### src/rtl/qspi_cmd_queue.sv
// qspi_cmd_queue
//   Buffers QSPI manager requests in a small FIFO and feeds them to the
//   manager one at a time. Reads, and writes when acknowledgements are
//   enabled, return a single response beat. A transaction that does not
//   finish in time is reported as an error response.
//
//   Build option: define QSPI_WRITE_ACK_EN so that completed writes return
//   a response beat (rdata=0, err=0). When it is not defined, completed
//   writes go straight back to idle and return no response.
//
// Ports
//   clk, reset            rising-edge clock, synchronous active-high reset
//   req_valid/req_ready   request handshake; req_ready=1 while the FIFO has room
//   req_cmd               1=WHR 2=WBR 3=RHR 4=RBR 5=WMEM 6=RMEM (0,7 illegal)
//   req_bankmap/addr/wdata request fields
//   rsp_valid/rsp_ready   response handshake
//   rsp_rdata, rsp_err    read result; rsp_err=1 marks a timed-out transaction
//   qspi_cmd/bankmap/addr/wdata, qspi_start   request to the QSPI manager
//   qspi_rdata, qspi_idle response from the QSPI manager
//   err_illegal           sticky: an illegal command was dropped
//   err_timeout           sticky: a transaction timed out
module qspi_cmd_queue #(
    parameter int FIFO_DEPTH   = 4,
    parameter int TIMEOUT_CLKS = 1024
) (
    input  logic        clk,
    input  logic        reset,
    input  logic        req_valid,
    output logic        req_ready,
    input  logic [2:0]  req_cmd,
    input  logic [7:0]  req_bankmap,
    input  logic [31:0] req_addr,
    input  logic [63:0] req_wdata,
    output logic        rsp_valid,
    input  logic        rsp_ready,
    output logic [63:0] rsp_rdata,
    output logic        rsp_err,
    output logic [2:0]  qspi_cmd,
    output logic [7:0]  qspi_bankmap,
    output logic [31:0] qspi_addr,
    output logic [63:0] qspi_wdata,
    output logic        qspi_start,
    input  logic [63:0] qspi_rdata,
    input  logic        qspi_idle,
    output logic        err_illegal,
    output logic        err_timeout
);

    localparam int PW = (FIFO_DEPTH > 1) ? $clog2(FIFO_DEPTH) : 1;
    localparam int TW = $clog2(TIMEOUT_CLKS) + 1;
    localparam int EW = 3 + 8 + 32 + 64;
    localparam logic [PW:0]   DEPTH_C = (PW + 1)'(FIFO_DEPTH);
    localparam logic [TW-1:0] TMO_MAX = TW'(TIMEOUT_CLKS - 1);

`ifdef QSPI_WRITE_ACK_EN
    localparam bit WRITE_ACK = 1'b1;
`else
    localparam bit WRITE_ACK = 1'b0;
`endif

    typedef enum logic [1:0] {IDLE, ISSUE, WAIT, RESP} state_t;

    state_t          state, state_nxt;
    logic [EW-1:0]   fifo_mem [FIFO_DEPTH];
    logic [PW-1:0]   wr_ptr, rd_ptr;
    logic [PW:0]     count;
    logic [TW-1:0]   tmo_cnt;
    logic [EW-1:0]   head;
    logic [2:0]      head_cmd;
    logic            fifo_empty, fifo_full;
    logic            push, pop, issue_load, drop, wait_done, wait_tmo;

    function automatic logic is_read(input logic [2:0] cmd);
        return (cmd == 3'd3) || (cmd == 3'd4) || (cmd == 3'd6);
    endfunction

    assign head       = fifo_mem[rd_ptr];
    assign head_cmd   = head[EW-1 -: 3];
    assign fifo_empty = (count == '0);
    assign fifo_full  = (count == DEPTH_C);

    // A full FIFO still takes a beat in the cycle its head is popped.
    assign req_ready  = !reset && (!fifo_full || pop);
    assign push       = req_valid && req_ready;
    assign qspi_start = (state == ISSUE);
    assign rsp_valid  = (state == RESP);

    always_ff @(posedge clk) begin
        if (reset) begin
            state <= IDLE;
        end else begin
            state <= state_nxt;
        end
    end

    always_comb begin
        state_nxt  = state;
        pop        = 1'b0;
        issue_load = 1'b0;
        drop       = 1'b0;
        wait_done  = 1'b0;
        wait_tmo   = 1'b0;
        case (state)
            IDLE: begin
                if (!fifo_empty && qspi_idle) begin
                    pop = 1'b1;
                    if (head_cmd == 3'd0 || head_cmd == 3'd7) begin
                        drop = 1'b1;
                    end else begin
                        issue_load = 1'b1;
                        state_nxt  = ISSUE;
                    end
                end
            end
            ISSUE: state_nxt = WAIT;
            WAIT: begin
                // Completion wins over a timeout landing on the same cycle.
                if (qspi_idle) begin
                    wait_done = 1'b1;
                    state_nxt = (is_read(qspi_cmd) || WRITE_ACK) ? RESP : IDLE;
                end else if (tmo_cnt == TMO_MAX) begin
                    wait_tmo  = 1'b1;
                    state_nxt = RESP;
                end
            end
            RESP: begin
                if (rsp_ready) begin
                    state_nxt = IDLE;
                end
            end
            default: state_nxt = IDLE;
        endcase
    end

    // FIFO storage carries no reset; only pointers and occupancy do.
    always_ff @(posedge clk) begin
        if (push) begin
            fifo_mem[wr_ptr] <= {req_cmd, req_bankmap, req_addr, req_wdata};
        end
    end

    always_ff @(posedge clk) begin
        if (reset) begin
            wr_ptr       <= '0;
            rd_ptr       <= '0;
            count        <= '0;
            tmo_cnt      <= '0;
            qspi_cmd     <= '0;
            qspi_bankmap <= '0;
            qspi_addr    <= '0;
            qspi_wdata   <= '0;
            rsp_rdata    <= '0;
            rsp_err      <= 1'b0;
            err_illegal  <= 1'b0;
            err_timeout  <= 1'b0;
        end else begin
            if (push) begin
                wr_ptr <= wr_ptr + 1'b1;
            end
            if (pop) begin
                rd_ptr <= rd_ptr + 1'b1;
            end
            case ({push, pop})
                2'b10:   count <= count + 1'b1;
                2'b01:   count <= count - 1'b1;
                default: count <= count;
            endcase

            if (issue_load) begin
                {qspi_cmd, qspi_bankmap, qspi_addr, qspi_wdata} <= head;
            end
            if (drop) begin
                err_illegal <= 1'b1;
            end

            if (state == ISSUE) begin
                tmo_cnt <= '0;
            end else if (state == WAIT) begin
                tmo_cnt <= tmo_cnt + 1'b1;
            end

            if (wait_done) begin
                rsp_err   <= 1'b0;
                rsp_rdata <= (!is_read(qspi_cmd) && WRITE_ACK) ? 64'd0 : qspi_rdata;
            end
            if (wait_tmo) begin
                err_timeout <= 1'b1;
                rsp_err     <= 1'b1;
                rsp_rdata   <= '1;
            end
        end
    end

endmodule

### config.mk
export PLATFORM = sky130hd
export DESIGN_NAME = qspi_cmd_queue
export DESIGN_NICKNAME = d
export VERILOG_FILES = /design/src/rtl/qspi_cmd_queue.sv
export SDC_FILE = /design/constraint.sdc
export NUM_CORES = 1
export LEC_CHECK = 0
export BUFFER_PORTS_ARGS = -buffer_cell sky130_fd_sc_hd__buf_2
export CAP_MARGIN = 20
export CORE_ASPECT_RATIO = 0.6
export CORE_MARGIN = 1.5
export CORE_UTILIZATION = 45
export DETAILED_ROUTE_END_ITERATION = 8
export GPL_TIMING_DRIVEN = 1
export PLACE_DENSITY = 0.65
export SYNTH_ARGS = -nofsm -noshare
export SYNTH_HDL_FRONTEND = slang
export SYNTH_SLANG_ARGS = --single-unit
### constraint.sdc
create_clock -name clk -period 6.55 [get_ports clk]
set_input_delay 1.31 -clock clk [delete_from_list [all_inputs] [get_ports clk]]
set_output_delay 1.31 -clock clk [all_outputs]
set_load 0.01 [all_outputs]
==> impl_metrics.ini, run 1 <==
[logic_synthesis]
synth_cells = 1466
ys_warn_count = 0
yosysSeqAreaShare_pct = 70.35
syn_area_per_cell_um2 = 16.27
synthesis.nets = 1649
synthesis.area_um2 = 23850
ys_types = 46
synth.area.top_cells = edfxtp_1, dfxtp_1, mux4_2
async_reset_ff_share_pct = 0
synth-edff-count = 428
synth_seq_cells = 624
synthFlopType = edfxtp_1
synth_area_leader_cell = edfxtp_1
synth_top_area_share_pct = 53.90

[setup_path]
worstPathMaxFanout = 56
worstPathRequired_ns = 6.83
worstPathArrival_ns = 4.20
crit_type = in -> reg
endpoint_kind = register
cp-start-kind = primary input

[sta]
post-route-worst-setup-slack_ns = 2.628
slew_viol_final = 0
rsz0062_at_grt = false
fin_crit_ns = 3.922
hold_viol = 0
setup_viol = 0
finalSetupTns_ns = 0
clock_skew_ns = 0.02638
finalCritPeriodShare_pct = 59.88
tightest_slew_ns = 0.9884
fmax_mhz = 255.0
max-slew-margin-rel_pct = 33.66

[run]
maxCapViolations = 0

[worst_hold_path]
min_path_type = reg -> reg

[clock_tree]
cts_tree = built
cts_buffers = 57
cts.clk_slew.worst_paths_ns = 0.06
cts-hold-fix-buffers = 0
root_buffer = clkbuf_16
post-cts-setup-buffer-count = 0
clk_latency_ns = 0.62
cts_sinks = 624
ctsLongestPathBuffers = 3
htreeDepth = 2
postCtsResizedCells = 0

[status]
status = complete, no violations

[grt]
busiest_layer = met2
grt_overflow_total = 0
grt_pass1_wl_um = 83550
use_met1_pct = 27.75
grt_use_met3_pct = 3.535
grt_use_met2_pct = 32.30
grtUsageTotal_pct = 19.73
grt_max_degree = 108
grt_pass1_vias = 14023
antenna_found_initial = 4

[detailed_routing]
drtIter0Drc = 839
via_per_inst = 5.510
routedWlPerCell_um = 21.24
routed_wl_um = 53950
drcViolationCount = 0
drtPass1Iterations = 5
drtAntennaViolNets = 0
via_count = 13996

[placement]
place_congestion = 0.7676
dp_hpwl_um = 31490
io_buffers = 352
place_ws_ns = 1.966
post_dp_cell_area_um2 = 26250

[final_layout]
final_area_um2 = 28090
syn2layout_area_growth_pct = 17.79
nets = 1969
multiInputGateArea_um2 = 6221
ff_latch_area_um2 = 16780
fill_cells = 4263
drive_above_1_share_pct = 37.73

[floorplanning]
start_util_pct = 45.46
core_um2 = 52460
ios = 353
die_h_um = 181.3
die_w_um = 300.2
die_area_um2 = 54430
std_cell_rows = 65

[pwr]
p_per_area_nw_per_um2 = 386.3
leakage_nw = 10.31
vdd_drop_max_v = 0.0002154
## registers in the layout, indices dropped and copies added (netlist names), named ones only
name          flops
rsp_err           1
qspi_addr        32
tmo_cnt          11
wr_ptr            2
count             3
rd_ptr            2
qspi_cmd          3
qspi_wdata       64
qspi_bankmap      8
fifo_mem        428
state             2
err_illegal       1
rsp_rdata        64
err_timeout       1
## synth_stat cells (all sizes together), types with 2 or more instances
library cell and instances:
ha 6, a31oi 5, a211oi 2, a21oi 115, nor2 128, or2 3
buf 26, nor3b 2, and3 2, nand4 4, xor2 8, nor3 5
dfxtp 196, nand3b 3, mux4 107, clkbuf 82, mux2 2, edfxtp 428
nand2b 5, inv 114, nand3 5, nand4b 2, and2 7, nand2 11
a2111oi 103, nor4 2, or3 4, o21ai 7, xnor2 4, nor2b 3
o221a 64
## cells by family (layout without fill, tap and decap cells)
kind of cell	Yosys count	in the layout	share of synthesized area [%]
compound gates	304	304	11.39
xor+xnor	12	12	0.4407
fa+ha+maj	7	7	0.3988
buf+inv	222	590	3.731
flops	624	624	70.35
mux	109	109	10.20
other cells	0	3	0
simple gates	188	188	3.494
## placed cells by master, fill, tap and decap left out, drive strengths merged, types with 6 or more instances in the layout
cell,count
clkbuf,82
o221a,64
edfxtp,428
nand2,11
inv,115
nor2,128
o21ai,7
ha,6
mux4,107
clkinv,22
dfxtp,196
a2111oi,103
a21oi,115
xor2,8
and2,7
buf,369
## cell type report
cell class / count / share of cell area [%]
clock buffers: 82 / 5.590
repair buffers: 369 / 7.016
diodes: 3 / 0.02673
inverters: 114 / 1.532
clock inverters: 25 / 0.8062
multi-input cells: 620 / 22.15
well taps: 703 / 3.131
flip-flops and latches: 624 / 59.75
## routing by layer
layer / up-vias / wire [um]
met5: - / 7
li1: 6377 / -
met4: 2 / 864
met2: 365 / 25790
met1: 7179 / 24440
met3: 73 / 2851
## through the flow
| stage | util, % | hold WS (ns) | std cells | power [mW] |
|---|---|---|---|---|
| after floorplan | - | 0.4586 | 1466 | 6.873 |
| after global placement | 50.03 | 0.4520 | 2428 | 7.676 |
| after detailed placement | 50.03 | 0.4533 | 2428 | 7.756 |
| after CTS | 53.46 | 0.4639 | 2535 | 10.97 |
| after global routing | 53.54 | 0.5031 | 2539 | 11.40 |
| final | 53.55 | 0.4590 | 2540 | 10.85 |
## report_power, final
part	internal, mW	switching (mW)
combinational	1.13	1.56
clock	1.76	1.44
sequential	4.62	0.335
## worst max-delay path, stage by stage
cell      delay, ns
buf_2          0.16
or3b_2         0.51
a311oi_1       0.84
and2_4         0.87
buf_12         0.40
## final timing paths
path | startpoint | end | slack [ns] | cells after the start
min reg2reg | err_illegal | err_illegal | 0.46 | 1
min | err_illegal | err_illegal | 0.46 | 1
max reg2reg | register | qspi_addr[27] | 2.68 | 5
max | qspi_idle | fifo_mem[2][24] | 2.63 | 5
No activity file was read; power rests on OpenSTA's default activity.
==> run 2, diff against run 1 <==
PLACE_DENSITY = 0.68   (was 0.65)
clock period = 3.4 ns   (was 6.55 ns; I/O delays follow)
==> impl_metrics.ini, run 2 (synthesis gave the netlist of run 1 again) <==
[final_layout]
syn2layout_area_growth_pct = 19.59
drive_above_1_share_pct = 39.12
final_cells = 2565
mostFrequentLayoutCells = edfxtp_1, buf_2, dfxtp_1, nor2_1, a21oi_1
final_area_um2 = 28520
nets = 1992
mostFrequentLayoutCell = edfxtp_1
reg_top3 = fifo_mem x428, qspi_wdata x64, rsp_rdata x64
regMostFlops = fifo_mem
fill_cells = 4173
largest_reg_flops = 428

[clock_tree]
cts.clk_slew.worst_paths_ns = 0.07
cts_sinks = 624
root_buffer = clkbuf_16
cts_tree = built
cts-hold-fix-buffers = 0
htreeDepth = 2
post-cts-setup-buffer-count = 0
clk_latency_ns = 0.60
postCtsResizedCells = 0
cts_buffers = 56
ctsLongestPathBuffers = 3

[placement]
dp.cells = 2454
place_ws_ns = 0.1690
dp_hpwl_um = 34730
place_congestion = 0.8143
post_dp_cell_area_um2 = 26670
io_buffers = 352

[setup_path]
worstPathMaxFanout = 28
path_cells = mux4_2, or3_4, a32o_4, buf_12, a2111oi_0
cpMaxStageDelayCell = mux4_2
crit_type = reg -> reg
critical-path-max-stage-delay_ns = 0.68
endpoint_kind = register
cp-start-kind = register
worstPathRequired_ns = 3.85
worstPathArrival_ns = 3.36

[sta]
tightest_slew_ns = 1.095
post-route-worst-setup-slack_ns = 0.4889
slew_viol_final = 0
max-slew-margin-rel_pct = 27.01
finalCritPeriodShare_pct = 85.62
finalSetupTns_ns = 0
setup_viol = 0
fmax_mhz = 343.5
rsz0062_at_grt = false
clock_skew_ns = 0.01795
fin_crit_ns = 2.911
hold_viol = 0

[floorplanning]
std_cell_rows = 65
die_h_um = 181.3
die_area_um2 = 54430
core_um2 = 52460
die_w_um = 300.2
start_util_pct = 45.46
ios = 353

[detailed_routing]
wl_met3_um = 3206
drtIter0Drc = 1120
routed_wl_um = 56780
drtAntennaViolNets = 0
routedWlPerCell_um = 22.13
via_per_inst = 5.517
drtPass1Iterations = 5
via_count = 14150
drt-met1-wl_um = 24470
route.met2.wl_um = 27930
highest_layer = met5
drcViolationCount = 0

[run]
maxCapViolations = 0

[pwr]
vdd_drop_max_v = 0.0004845
p_per_area_nw_per_um2 = 745.5
leakage_nw = 10.50

[grt]
antenna_found_initial = 14
grt_pass1_wl_um = 86670
grtUsageTotal_pct = 20.68
grt_pass1_vias = 14406
grt_max_degree = 107
grt_overflow_total = 0

[worst_hold_path]
min_from = req_wdata[46]
min_path_type = in -> reg

[status]
status = complete, no violations
run 2: cell count changes in the layout (fill, tap and decap cells not counted), moves of 3 or more:
| cell | previous run | this run |
|---|---|---|
| buf_12 | 6 | 22 |
| buf_4 | 11 | 19 |
| clkbuf_1 | 20 | 12 |
| clkinv_1 | 12 | 8 |
| clkinv_2 | 6 | 10 |
| clkinvlp_4 | 0 | 5 |
| diode_2 | 3 | 6 |
run 2: final timing paths:
path | end | slack (ns) | cells past startpoint
worst min register to register | err_illegal | 0.47 | 1
worst max-delay path | qspi_bankmap[3] | 0.49 | 5
worst max register to register | qspi_bankmap[3] | 0.49 | 5
worst min-delay path | fifo_mem[2][46] | 0.29 | 1
run 2: report_power, final:
part	switching, mW	internal, mW	leakage [nW]
clock	2.78	3.54	0.889
sequential	0.571	8.90	5.48
combinational	3.14	2.32	4.13
run 2: metrics by stage:
step	utilization [%]	hold WS [ns]	power, mW
floorplan	-	0.4586	13.23
global placement	50.83	0.4558	15.03
detailed placement	50.83	0.4607	15.16
CTS	54.34	0.2578	21.51
global route	54.34	0.2708	22.31
finish	54.36	0.2940	21.26
run 2: cell type report:
type	instances	area [um2]	share of cell area (%)
Sequential cell	624	16780	58.85
Timing Repair Buffer	393	2351	8.244
Antenna cell	6	15.01	0.05265
Clock inverter	30	271.5	0.9521
Tap cell	703	879.6	3.084
Clock buffer	75	1565	5.489
Multi-Input combinational cell	620	6221	21.81
Inverter	114	430.4	1.509
run 2: worst max-delay path: cells and delay by family, from the launching register on:
family                 cells  cell delay, ns
AND/OR/NAND/NOR            1            0.46
multiplexers               1            0.68
AO/OA/AOI/OAI              2            0.85
buffers and inverters      1            0.21
flip-flops                 1            0.56
run 2: layer usage:
layer	up-vias	GRT usage, %
met1	7228	27.55
li1	6433	-
met4	12	4.545
met3	85	4.594
met2	392	34.79
met5	-	0
==> run 3, diff against run 2 <==
RECOVER_POWER = 100   (was default)
==> impl_metrics.ini, run 3 (synthesis gave the netlist of run 1 again) <==
[grt]
grt_overflow_total = 0
grt_pass1_wl_um = 86670
use_met1_pct = 27.55
antenna_found_initial = 9
grt_max_degree = 107
grt_pass1_vias = 14406
grt_use_met3_pct = 4.594
busiest_layer = met2
grt_use_met2_pct = 34.79
grtUsageTotal_pct = 20.68

[placement]
place_congestion = 0.8143
io_buffers = 352
place_ws_ns = 0.1690
dp_hpwl_um = 34730

[clock_tree]
clk_latency_ns = 0.60
htreeDepth = 2
cts-hold-fix-buffers = 0
root_buffer = clkbuf_16
post-cts-setup-buffer-count = 0
cts.clk_slew.worst_paths_ns = 0.06
cts_sinks = 624
ctsLongestPathBuffers = 3
postCtsResizedCells = 0
cts_buffers = 56
cts_tree = built

[floorplanning]
std_cell_rows = 65
ios = 353
die_area_um2 = 54430
start_util_pct = 45.46
core_um2 = 52460
die_h_um = 181.3
die_w_um = 300.2

[sta]
setup_viol = 0
finalCritPeriodShare_pct = 91.44
rsz0062_at_grt = false
max-slew-margin-rel_pct = 5.231
clock_skew_ns = 0.01783
slew_viol_final = 0
fmax_mhz = 321.7
fin_crit_ns = 3.109
tightest_slew_ns = 1.422
finalSetupTns_ns = 0
post-route-worst-setup-slack_ns = 0.2910
hold_viol = 0

[pwr]
sw_frac_of_total_pct = 30.37
seq_power_share_pct = 45.7
p_int_mw = 14.47
p_per_area_nw_per_um2 = 746.2
clkPwrFrac_pct = 30.4
combPwrFrac_pct = 23.9
leakage_nw = 9.403
vdd_drop_max_v = 0.0004825
p_switching_mw = 6.312

[final_layout]
nets = 1992
regMostFlops = fifo_mem
multiInputGateArea_um2 = 5973
fill_cells = 4380
syn2layout_area_growth_pct = 16.81
largest_reg_flops = 428
mostFrequentLayoutCells = edfxtp_1, clkbuf_1, dfxtp_1, nor2_1, a21oi_1
mostFrequentLayoutCell = edfxtp_1
reg_top3 = fifo_mem x428, qspi_wdata x64, rsp_rdata x64
ff_latch_area_um2 = 16780
drive_above_1_share_pct = 21.50

[run]
maxCapViolations = 0

[detailed_routing]
via_count = 14203
routedWlPerCell_um = 22.20
drtIter0Drc = 1075
drtAntennaViolNets = 0
drtPass1Iterations = 7
drcViolationCount = 0
routed_wl_um = 56910
via_per_inst = 5.542

[setup_path]
worstPathMaxFanout = 23
cp-start-kind = register
worstPathArrival_ns = 3.58
crit_type = reg -> reg
endpoint_kind = register
worstPathRequired_ns = 3.88

[status]
status = complete, no violations

[worst_hold_path]
min_path_type = in -> reg
-- run 3: metal layers --
metal / share of wire (%) / up-vias
li1: - / 6437
met1: 43 / 7253
met2: 49 / 420
met3: 6.0 / 83
met4: 1.9 / 10
met5: 0.12 / -
-- run 3: cell type report --
class	instances	share of cell area (%)
Tap cell	703	3.158
Inverter	114	1.545
Antenna cell	4	0.03594
Timing Repair Buffer	393	6.967
Clock inverter	30	0.9748
Multi-Input combinational cell	620	21.44
Sequential cell	624	60.26
Clock buffer	75	5.619
-- run 3: path summary, 6_finish.rpt --
path | start | end | slack (ns) | cells after the start
hold reg to reg | err_illegal | err_illegal | 0.47 | 1
hold / removal | req_addr[6] | fifo_mem[2][70] | 0.34 | 1
setup reg to reg | register | qspi_addr[11] | 0.29 | 5
setup / recovery | register | qspi_addr[11] | 0.29 | 5
-- run 3: metrics by stage --
stage	area, um2	hold WS (ns)	util, %	total power [mW]	std cells
final	27850	0.3365	53.10	20.79	2563
after global routing	27850	0.3214	53.09	21.82	2561
after CTS	28500	0.2578	54.34	21.51	2559
after detailed placement	26670	0.4607	50.83	15.16	2454
after global placement	26670	0.4558	50.83	15.03	2454
after floorplan	23850	0.4586	-	13.23	1466
-- run 3: worst max-delay path, cell delays in order (launching register included) --
cell,delay (ns)
dfxtp_4,0.56
mux4_2,0.68
or3_1,0.49
a32o_4,0.43
buf_2,0.39
a2111oi_0,0.42
-- run 3: power groups by stage --
| stage | logic, mW | clock network, mW | registers [mW] |
|---|---|---|---|
| after global placement | 5.43 | 0 | 9.60 |
| after floorplan | 3.50 | 0 | 9.73 |
| final | 4.98 | 6.32 | 9.49 |
| after CTS | 5.56 | 6.48 | 9.48 |
| after detailed placement | 5.53 | 0 | 9.63 |
| after global routing | 5.45 | 6.78 | 9.59 |
